===== src/rtl/scan_pkg.sv =====
`default_nettype none
// ============================================================================
// Module   : scan_pkg
// Purpose  : Shared types and geometry helpers for the image scan sequencer.
//            Provides the scan state encoding, default frame geometry and the
//            width helpers used to size row, column-pair and address ports.
// Revision : 1.0  initial release
// ============================================================================
package scan_pkg;

  typedef enum logic [2:0] {
    ST_IDLE   = 3'd0,
    ST_VSYNC  = 3'd1,
    ST_ACTIVE = 3'd2,
    ST_HBLANK = 3'd3,
    ST_DONE   = 3'd4
  } scan_state_t;

  localparam int IMG_W_DEF = 768;
  localparam int IMG_H_DEF = 512;

  // $clog2 of 1 is 0; keep every vector at least one bit wide.
  function automatic int clog2_min1(input int n);
    return (n > 1) ? $clog2(n) : 1;
  endfunction

  function automatic int row_w(input int h);
    return clog2_min1(h);
  endfunction

  function automatic int col_w(input int w);
    return clog2_min1(w / 2);
  endfunction

  function automatic int addr_w(input int w, input int h);
    return clog2_min1(w * h);
  endfunction

  localparam int RW_DEF = row_w(IMG_H_DEF);
  localparam int CW_DEF = col_w(IMG_W_DEF);
  localparam int AW_DEF = addr_w(IMG_W_DEF, IMG_H_DEF);

endpackage
`default_nettype wire


===== src/rtl/delay_counter.sv =====
`default_nettype none
// ============================================================================
// Module   : delay_counter
// Purpose  : Loadable saturating down-counter with a zero flag. Shared by the
//            vertical preamble and the horizontal blanking intervals.
// Ports    : clk        - clock, rising edge
//            reset      - asynchronous, active-low
//            load       - load load_value this cycle (takes priority)
//            load_value - value loaded into the counter
//            zero       - counter currently reads zero
// Revision : 1.0  initial release
// ============================================================================
module delay_counter
  import scan_pkg::*;
#(
  parameter int WIDTH = 8
) (
  input  logic             clk,
  input  logic             reset,
  input  logic             load,
  input  logic [WIDTH-1:0] load_value,
  output logic             zero
);

  logic [WIDTH-1:0] count_q;
  logic [WIDTH-1:0] count_d;

  always_comb begin
    count_d = count_q;
    if (load) begin
      count_d = load_value;
    end else if (count_q != '0) begin
      count_d = count_q - WIDTH'(1);
    end
  end

  always_ff @(posedge clk or negedge reset) begin
    if (!reset) begin
      count_q <= '0;
    end else begin
      count_q <= count_d;
    end
  end

  assign zero = (count_q == '0);

endmodule
`default_nettype wire


===== src/rtl/image_scan_ctrl.sv =====
`default_nettype none
// ============================================================================
// Module   : image_scan_ctrl
// Purpose  : Frame scan sequencer. On start it emits a vsync preamble, then one
//            hsync strobe per even/odd pixel pair with blanking between lines,
//            then a one-cycle frame_done. Supplies row / column-pair position
//            and even/odd pixel indices, and stalls on sink_ready = 0.
// Ports    : clk        - clock, rising edge
//            reset      - asynchronous, active-low
//            start      - frame request, honoured only in IDLE
//            sink_ready - downstream accepts a pair this cycle
//            vsync      - high during the preamble
//            hsync      - pair valid strobe (ACTIVE qualified by sink_ready)
//            row        - current line
//            col_pair   - pair index within the line
//            even_addr  - pixel index of the even pixel
//            odd_addr   - even_addr + 1
//            busy       - high in every state except IDLE
//            frame_done - one-cycle pulse at frame end
// Revision : 1.0  initial release
// ============================================================================
module image_scan_ctrl
  import scan_pkg::*;
#(
  parameter int IMAGE_WIDTH  = IMG_W_DEF,
  parameter int IMAGE_HEIGHT = IMG_H_DEF,
  parameter int START_DELAY  = 100,
  parameter int HBLANK       = 160
) (
  input  logic                                        clk,
  input  logic                                        reset,
  input  logic                                        start,
  input  logic                                        sink_ready,
  output logic                                        vsync,
  output logic                                        hsync,
  output logic [row_w(IMAGE_HEIGHT)-1:0]              row,
  output logic [col_w(IMAGE_WIDTH)-1:0]               col_pair,
  output logic [addr_w(IMAGE_WIDTH, IMAGE_HEIGHT)-1:0] even_addr,
  output logic [addr_w(IMAGE_WIDTH, IMAGE_HEIGHT)-1:0] odd_addr,
  output logic                                        busy,
  output logic                                        frame_done
);

  localparam int RW   = row_w(IMAGE_HEIGHT);
  localparam int CW   = col_w(IMAGE_WIDTH);
  localparam int AW   = addr_w(IMAGE_WIDTH, IMAGE_HEIGHT);
  localparam int DMAX = (START_DELAY > HBLANK) ? START_DELAY : HBLANK;
  localparam int DW   = clog2_min1(DMAX);

  localparam logic [RW-1:0] ROW_LAST   = RW'(IMAGE_HEIGHT - 1);
  localparam logic [CW-1:0] COL_LAST   = CW'(IMAGE_WIDTH / 2 - 1);
  localparam logic [AW-1:0] ADDR_STEP  = AW'(2);
  localparam logic [DW-1:0] VS_LOAD    = DW'(START_DELAY - 1);
  localparam logic [DW-1:0] HB_LOAD    = DW'(HBLANK - 1);

  scan_state_t   state_q, state_d;
  logic [RW-1:0] row_q, row_d;
  logic [CW-1:0] col_q, col_d;
  logic [AW-1:0] even_q, even_d;
  logic [AW-1:0] odd_q, odd_d;
  logic          vsync_q, vsync_d;
  logic          active_q, active_d;
  logic          busy_q, busy_d;
  logic          done_q, done_d;

  logic          dly_load;
  logic [DW-1:0] dly_value;
  logic          dly_zero;

  delay_counter #(
    .WIDTH (DW)
  ) u_delay (
    .clk        (clk),
    .reset      (reset),
    .load       (dly_load),
    .load_value (dly_value),
    .zero       (dly_zero)
  );

  always_comb begin
    state_d   = state_q;
    row_d     = row_q;
    col_d     = col_q;
    even_d    = even_q;
    dly_load  = 1'b0;
    dly_value = '0;

    case (state_q)
      ST_IDLE: begin
        if (start) begin
          state_d   = ST_VSYNC;
          dly_load  = 1'b1;
          dly_value = VS_LOAD;
          row_d     = '0;
          col_d     = '0;
          even_d    = '0;
        end
      end

      ST_VSYNC: begin
        if (dly_zero) begin
          state_d = ST_ACTIVE;
        end
      end

      ST_ACTIVE: begin
        if (sink_ready) begin
          // Lines are contiguous in memory, so the address simply steps by
          // one pair on every accepted pair, including across a line wrap.
          even_d = even_q + ADDR_STEP;
          if (col_q == COL_LAST) begin
            col_d = '0;
            if (row_q == ROW_LAST) begin
              state_d = ST_DONE;
            end else begin
              state_d   = ST_HBLANK;
              dly_load  = 1'b1;
              dly_value = HB_LOAD;
            end
          end else begin
            col_d = col_q + CW'(1);
          end
        end
      end

      ST_HBLANK: begin
        if (dly_zero) begin
          state_d = ST_ACTIVE;
          row_d   = row_q + RW'(1);
        end
      end

      ST_DONE: begin
        state_d = ST_IDLE;
        row_d   = '0;
        col_d   = '0;
        even_d  = '0;
      end

      default: begin
        state_d = ST_IDLE;
      end
    endcase

    // Output flags are decoded from the next state so they are registered
    // in step with the state itself.
    odd_d    = even_d + AW'(1);
    vsync_d  = (state_d == ST_VSYNC);
    active_d = (state_d == ST_ACTIVE);
    busy_d   = (state_d != ST_IDLE);
    done_d   = (state_d == ST_DONE);
  end

  always_ff @(posedge clk or negedge reset) begin
    if (!reset) begin
      state_q  <= ST_IDLE;
      row_q    <= '0;
      col_q    <= '0;
      even_q   <= '0;
      odd_q    <= '0;
      vsync_q  <= 1'b0;
      active_q <= 1'b0;
      busy_q   <= 1'b0;
      done_q   <= 1'b0;
    end else begin
      state_q  <= state_d;
      row_q    <= row_d;
      col_q    <= col_d;
      even_q   <= even_d;
      odd_q    <= odd_d;
      vsync_q  <= vsync_d;
      active_q <= active_d;
      busy_q   <= busy_d;
      done_q   <= done_d;
    end
  end

  // A pair is offered only when the writer can take it in the same cycle,
  // so the registered ACTIVE flag is qualified by sink_ready.
  assign hsync      = active_q & sink_ready;
  assign vsync      = vsync_q;
  assign row        = row_q;
  assign col_pair   = col_q;
  assign even_addr  = even_q;
  assign odd_addr   = odd_q;
  assign busy       = busy_q;
  assign frame_done = done_q;

endmodule
`default_nettype wire


===== config.mk =====
export PLATFORM = sky130hd
export DESIGN_NAME = image_scan_ctrl
export DESIGN_NICKNAME = d
export VERILOG_FILES = /design/src/rtl/scan_pkg.sv /design/src/rtl/delay_counter.sv /design/src/rtl/image_scan_ctrl.sv
export SDC_FILE = /design/constraint.sdc
export NUM_CORES = 1
export LEC_CHECK = 0
export CAP_MARGIN = 40
export CORE_ASPECT_RATIO = 1.75
export CORE_UTILIZATION = 47
export DETAILED_ROUTE_END_ITERATION = 8
export MAX_ROUTING_LAYER = met4
export PLACE_DENSITY = 0.83
export SYNTH_ARGS = -nofsm -noshare
export SYNTH_HDL_FRONTEND = slang
export SYNTH_HIERARCHICAL = 1
export SYNTH_SLANG_ARGS = --single-unit

===== constraint.sdc =====
create_clock -name clk -period 6.9 [get_ports clk]
set_input_delay 1.38 -clock clk [delete_from_list [all_inputs] [get_ports clk]]
set_output_delay 1.38 -clock clk [all_outputs]
set_load 0.01 [all_outputs]

==> results summary <==
The synthesized area divided by synthesized cell count is 9.61 um^2. Buffers inserted to repair hold after CTS numbered 0. The clock tree skew after final layout came out at 5.26 ps.

The total of cells resized after clock tree synthesis is 0. The floorplan die area came out at 0.00831 mm^2. The number of cells traversed by the worst hold path came out at 1.

The minimum period implied by the final worst setup slack is ~4400 ps. During I/O placement, the number of pins put on the boundary was 64. The overall overflow remaining after global route came out at 0. The sequential area share after synthesis is 0.476. The post-synthesis instance area is 0.00373 mm^2.

The count of flip-flops with a built-in enable after synthesis came out at 0. The nature of the critical path endpoint is an output pin. The number of H-tree branching levels is 3. In the synthesized netlist the dominant register cell turns out to be sky130_fd_sc_hd__dfrtp_1. The required time of the critical path came out at 5520 ps.

The buffer levels on the longest clock path came out at 2. The routed wirelength normalized by instance count is 16.7 um. The die span in y came out at 120 um. The total area inside the core boundary comes to 0.00762 mm^2. The peak supply drop came out at 0.172 mV. The slew at the pin closest to its max-slew limit came out at 925 ps.

The design area came out at 0.00474 mm^2. The cell count after synthesis came out at 388. The net count after synthesis is 398. The depth of the worst register-to-register path is 9. The fraction of the cycle the final worst path needs is 0.644. The count of unresolved DRC violations after routing came out at 0.

Traced cell by cell, the critical path runs through clkdlybuf4s50_1 > and2_1 > clkdlybuf4s50_1. The post-CTS clock slew at the launch and capture registers of the worst setup and hold paths came out at about 60 ps. The post-synthesis to final-layout area growth came out at 27.1%. The number of violations reported at the end of detailed-routing iteration 0 is 328.

The run finished with clean final reports. The launch instance of the worst register-to-register path is u_delay/count_q[0]. The total of warnings raised by yosys is 6. The total of buffers placed on input and output ports is 63. The final-report setup violation count is 0. The largest fanout of any net on the critical path came out at 20. From left edge to right edge, the die measures 69.3 um. The type of the tightest min-delay check is reg2reg. TritonCTS built the clock tree.

The final layout contains 457 nets. The source-to-sink clock delay at the later pin of the worst-skew pair is 340 ps. The placed wire-length estimate after detailed placement came out at approximately 6400 um.

The critical path's largest stage delay came out at 940 ps. The tree is rooted in a sky130_fd_sc_hd__clkbuf_16. The worst setup path is of the in2out kind. The number of antenna violations at the first check in global routing came out at 0.

Setup slack on the worst reg-to-reg path comes out at around 3500 ps. For this design, the slowest cell found on the critical path is sky130_fd_sc_hd__clkdlybuf4s50_1. The critical path launch point is sink_ready.

The worst setup path is launched from an input pin. The critical path ends at hsync. The leakage component of the power is 1.99 nW.

Fill cells in the final layout number 627. The routed via count divided by cell count came out at a little over 6. The synthesized netlist contains 64 unique library cells. The accumulated negative setup slack came out at 0 ps. The initialized floorplan defines between 40 and 50 standard-cell rows. In the layout the commonest cells are 71 x sky130_fd_sc_hd__dfrtp_1, 62 x sky130_fd_sc_hd__clkdlybuf4s50_1, 34 x sky130_fd_sc_hd__nor2_1.

In this run the remaining antenna-violating nets after routing total 0. Headroom to the max-slew limit came out at 0.383. The global-route wire length before repair came out at 14700 um.

The pre-antenna-repair detailed-routing pass consisted of 5 iterations. The final max-slew violation count is 0. In this design, the critical path's most frequently occurring cell is sky130_fd_sc_hd__clkdlybuf4s50_1. The congestion estimate from routability-driven global placement came to 0.958. Buffers inserted during clock tree synthesis total 9. The maximum number of pins on one net before global-route repair is 42. The count of state elements after synthesis came out at 71. The count of final hold-check violations is 0.

The library cell used most frequently in the layout, excluding fill and tap cells, is sky130_fd_sc_hd__dfrtp_1. The power density relative to cell area came out at 317 mW/mm^2. The placed instance area came out at 0.00443 mm^2.

Setup repair after global routing left no endpoint under its margin. The clock drives 71 sinks. The number of global-route vias before repair is 3129. The highest attainable clock frequency came out at between 200 and 250 MHz. The data arrival time of the worst path is 3060 ps. Across every metal layer, demand over resource in global routing totals 0.232.

The effective utilization at floorplan is 0.489. The count of inserted antenna diode cells is 0. The total wire length after detailed routing is 9020 um. The share of layout cells above drive strength 1 is 0.0796. The count of maximum capacitance violations is 0.

The share of synthesized flip-flops with an asynchronous set or reset came out at 1.00. In this run the critical register-to-register path is captured at row[7]. The total number of vias came out at 3299. The post-CTS setup repair buffer count is 0.
## flip-flops by register name (all words and copies together), names as in the netlist
name	flops
even_addr	19
odd_addr	19
col_pair	9
row	9
u_delay/count_q	8
state_q	3
active_q	1
busy	1
frame_done	1
vsync	1
## report_power, final
part	switching (mW)	leakage (nW)	internal (mW)
registers	0.0976	0.938	0.487
clock network	0.172	0.148	0.315
logic	0.246	0.906	0.187
total	0.515	1.99	0.989
## cell type report
cell class              instances  area [um^2]  share of cell area
clock buffers                  10          229              0.0483
inverters                      12         45.0             0.00950
repair buffers                 67          668               0.141
multi-input cells             286         1830               0.385
flip-flops and latches         71         1780               0.375
well taps                      88          110              0.0232
clock inverters                 6         85.1              0.0179
## through the flow
step	setup slack, ps	hold slack, ps	cells	util	power, mW
floorplan	3400	529	388	-	0.842
global placement	2440	509	523	0.578	0.994
detailed placement	2280	505	524	0.581	1.01
CTS	2470	519	540	0.622	1.50
global route	2350	549	540	0.622	1.58
finish	2460	516	540	0.622	1.50
## critical path, delay by kind of cell
family | cells | cell delay, ps
buf+inv | 2 | 1470
simple gates | 1 | 220
## logic make-up (layout without fill, tap and decap cells)
logic type | after synthesis | count (layout) | synth area share
compound gates | 96 | 96 | 0.169
xor+xnor | 23 | 23 | 0.0540
fa+ha+maj | 6 | 6 | 0.0201
buf+inv | 31 | 95 | 0.0349
flops | 71 | 71 | 0.476
mux | 2 | 2 | 0.00570
simple gates | 159 | 159 | 0.240
## routing by layer
layer / part of all wire / GRT usage / up-vias
li1: - / - / 1558
met3: 0.042 / 0.0537 / 27
met1: 0.38 / 0.243 / 1612
met2: 0.55 / 0.391 / 102
met5: 0 / - / -
met4: 0.028 / 0.143 / 0
## cell usage after synthesis, types with 3 or more instances
cell type,count,area [um^2]
sky130_fd_sc_hd__nor3_1,12,60.1
sky130_fd_sc_hd__clkbuf_1,11,41.3
sky130_fd_sc_hd__nor3_2,3,30.0
sky130_fd_sc_hd__o31ai_1,6,45.0
sky130_fd_sc_hd__nand2_1,30,113
sky130_fd_sc_hd__o21ai_1,3,15.0
sky130_fd_sc_hd__nand3_1,13,65.1
sky130_fd_sc_hd__a21oi_1,22,110
sky130_fd_sc_hd__and3_1,7,43.8
sky130_fd_sc_hd__nor2_1,34,128
sky130_fd_sc_hd__o22ai_1,3,18.8
sky130_fd_sc_hd__nor4_1,11,68.8
sky130_fd_sc_hd__nor2b_1,3,18.8
sky130_fd_sc_hd__nand4_1,13,81.3
sky130_fd_sc_hd__o31a_1,3,26.3
sky130_fd_sc_hd__or3_1,5,31.3
sky130_fd_sc_hd__xnor2_1,10,87.6
sky130_fd_sc_hd__o211ai_1,3,22.5
sky130_fd_sc_hd__nor3b_1,3,22.5
sky130_fd_sc_hd__xor2_1,13,114
sky130_fd_sc_hd__or4_1,3,22.5
sky130_fd_sc_hd__ha_1,6,75.1
sky130_fd_sc_hd__a31oi_1,5,31.3
sky130_fd_sc_hd__nand2b_1,4,25.0
sky130_fd_sc_hd__buf_2,3,15.0
sky130_fd_sc_hd__a22o_1,4,35.0
sky130_fd_sc_hd__inv_1,12,45.0
sky130_fd_sc_hd__dfrtp_1,71,1780
sky130_fd_sc_hd__o21ai_0,25,125
## how the worst min path moves through the flow
| stage | start | to |
|---|---|---|
| 5_1_grt | even_addr[18] | even_addr[18] |
| 3_5_place_dp | even_addr[18] | even_addr[18] |
| 3_3_place_gp | even_addr[18] | even_addr[18] |
| 2_1_floorplan | col_pair[8] | col_pair[8] |
| 6_report | even_addr[18] | even_addr[18] |
| 4_1_cts | even_addr[18] | even_addr[18] |
Note: power is estimated with default switching activity, not from simulation.
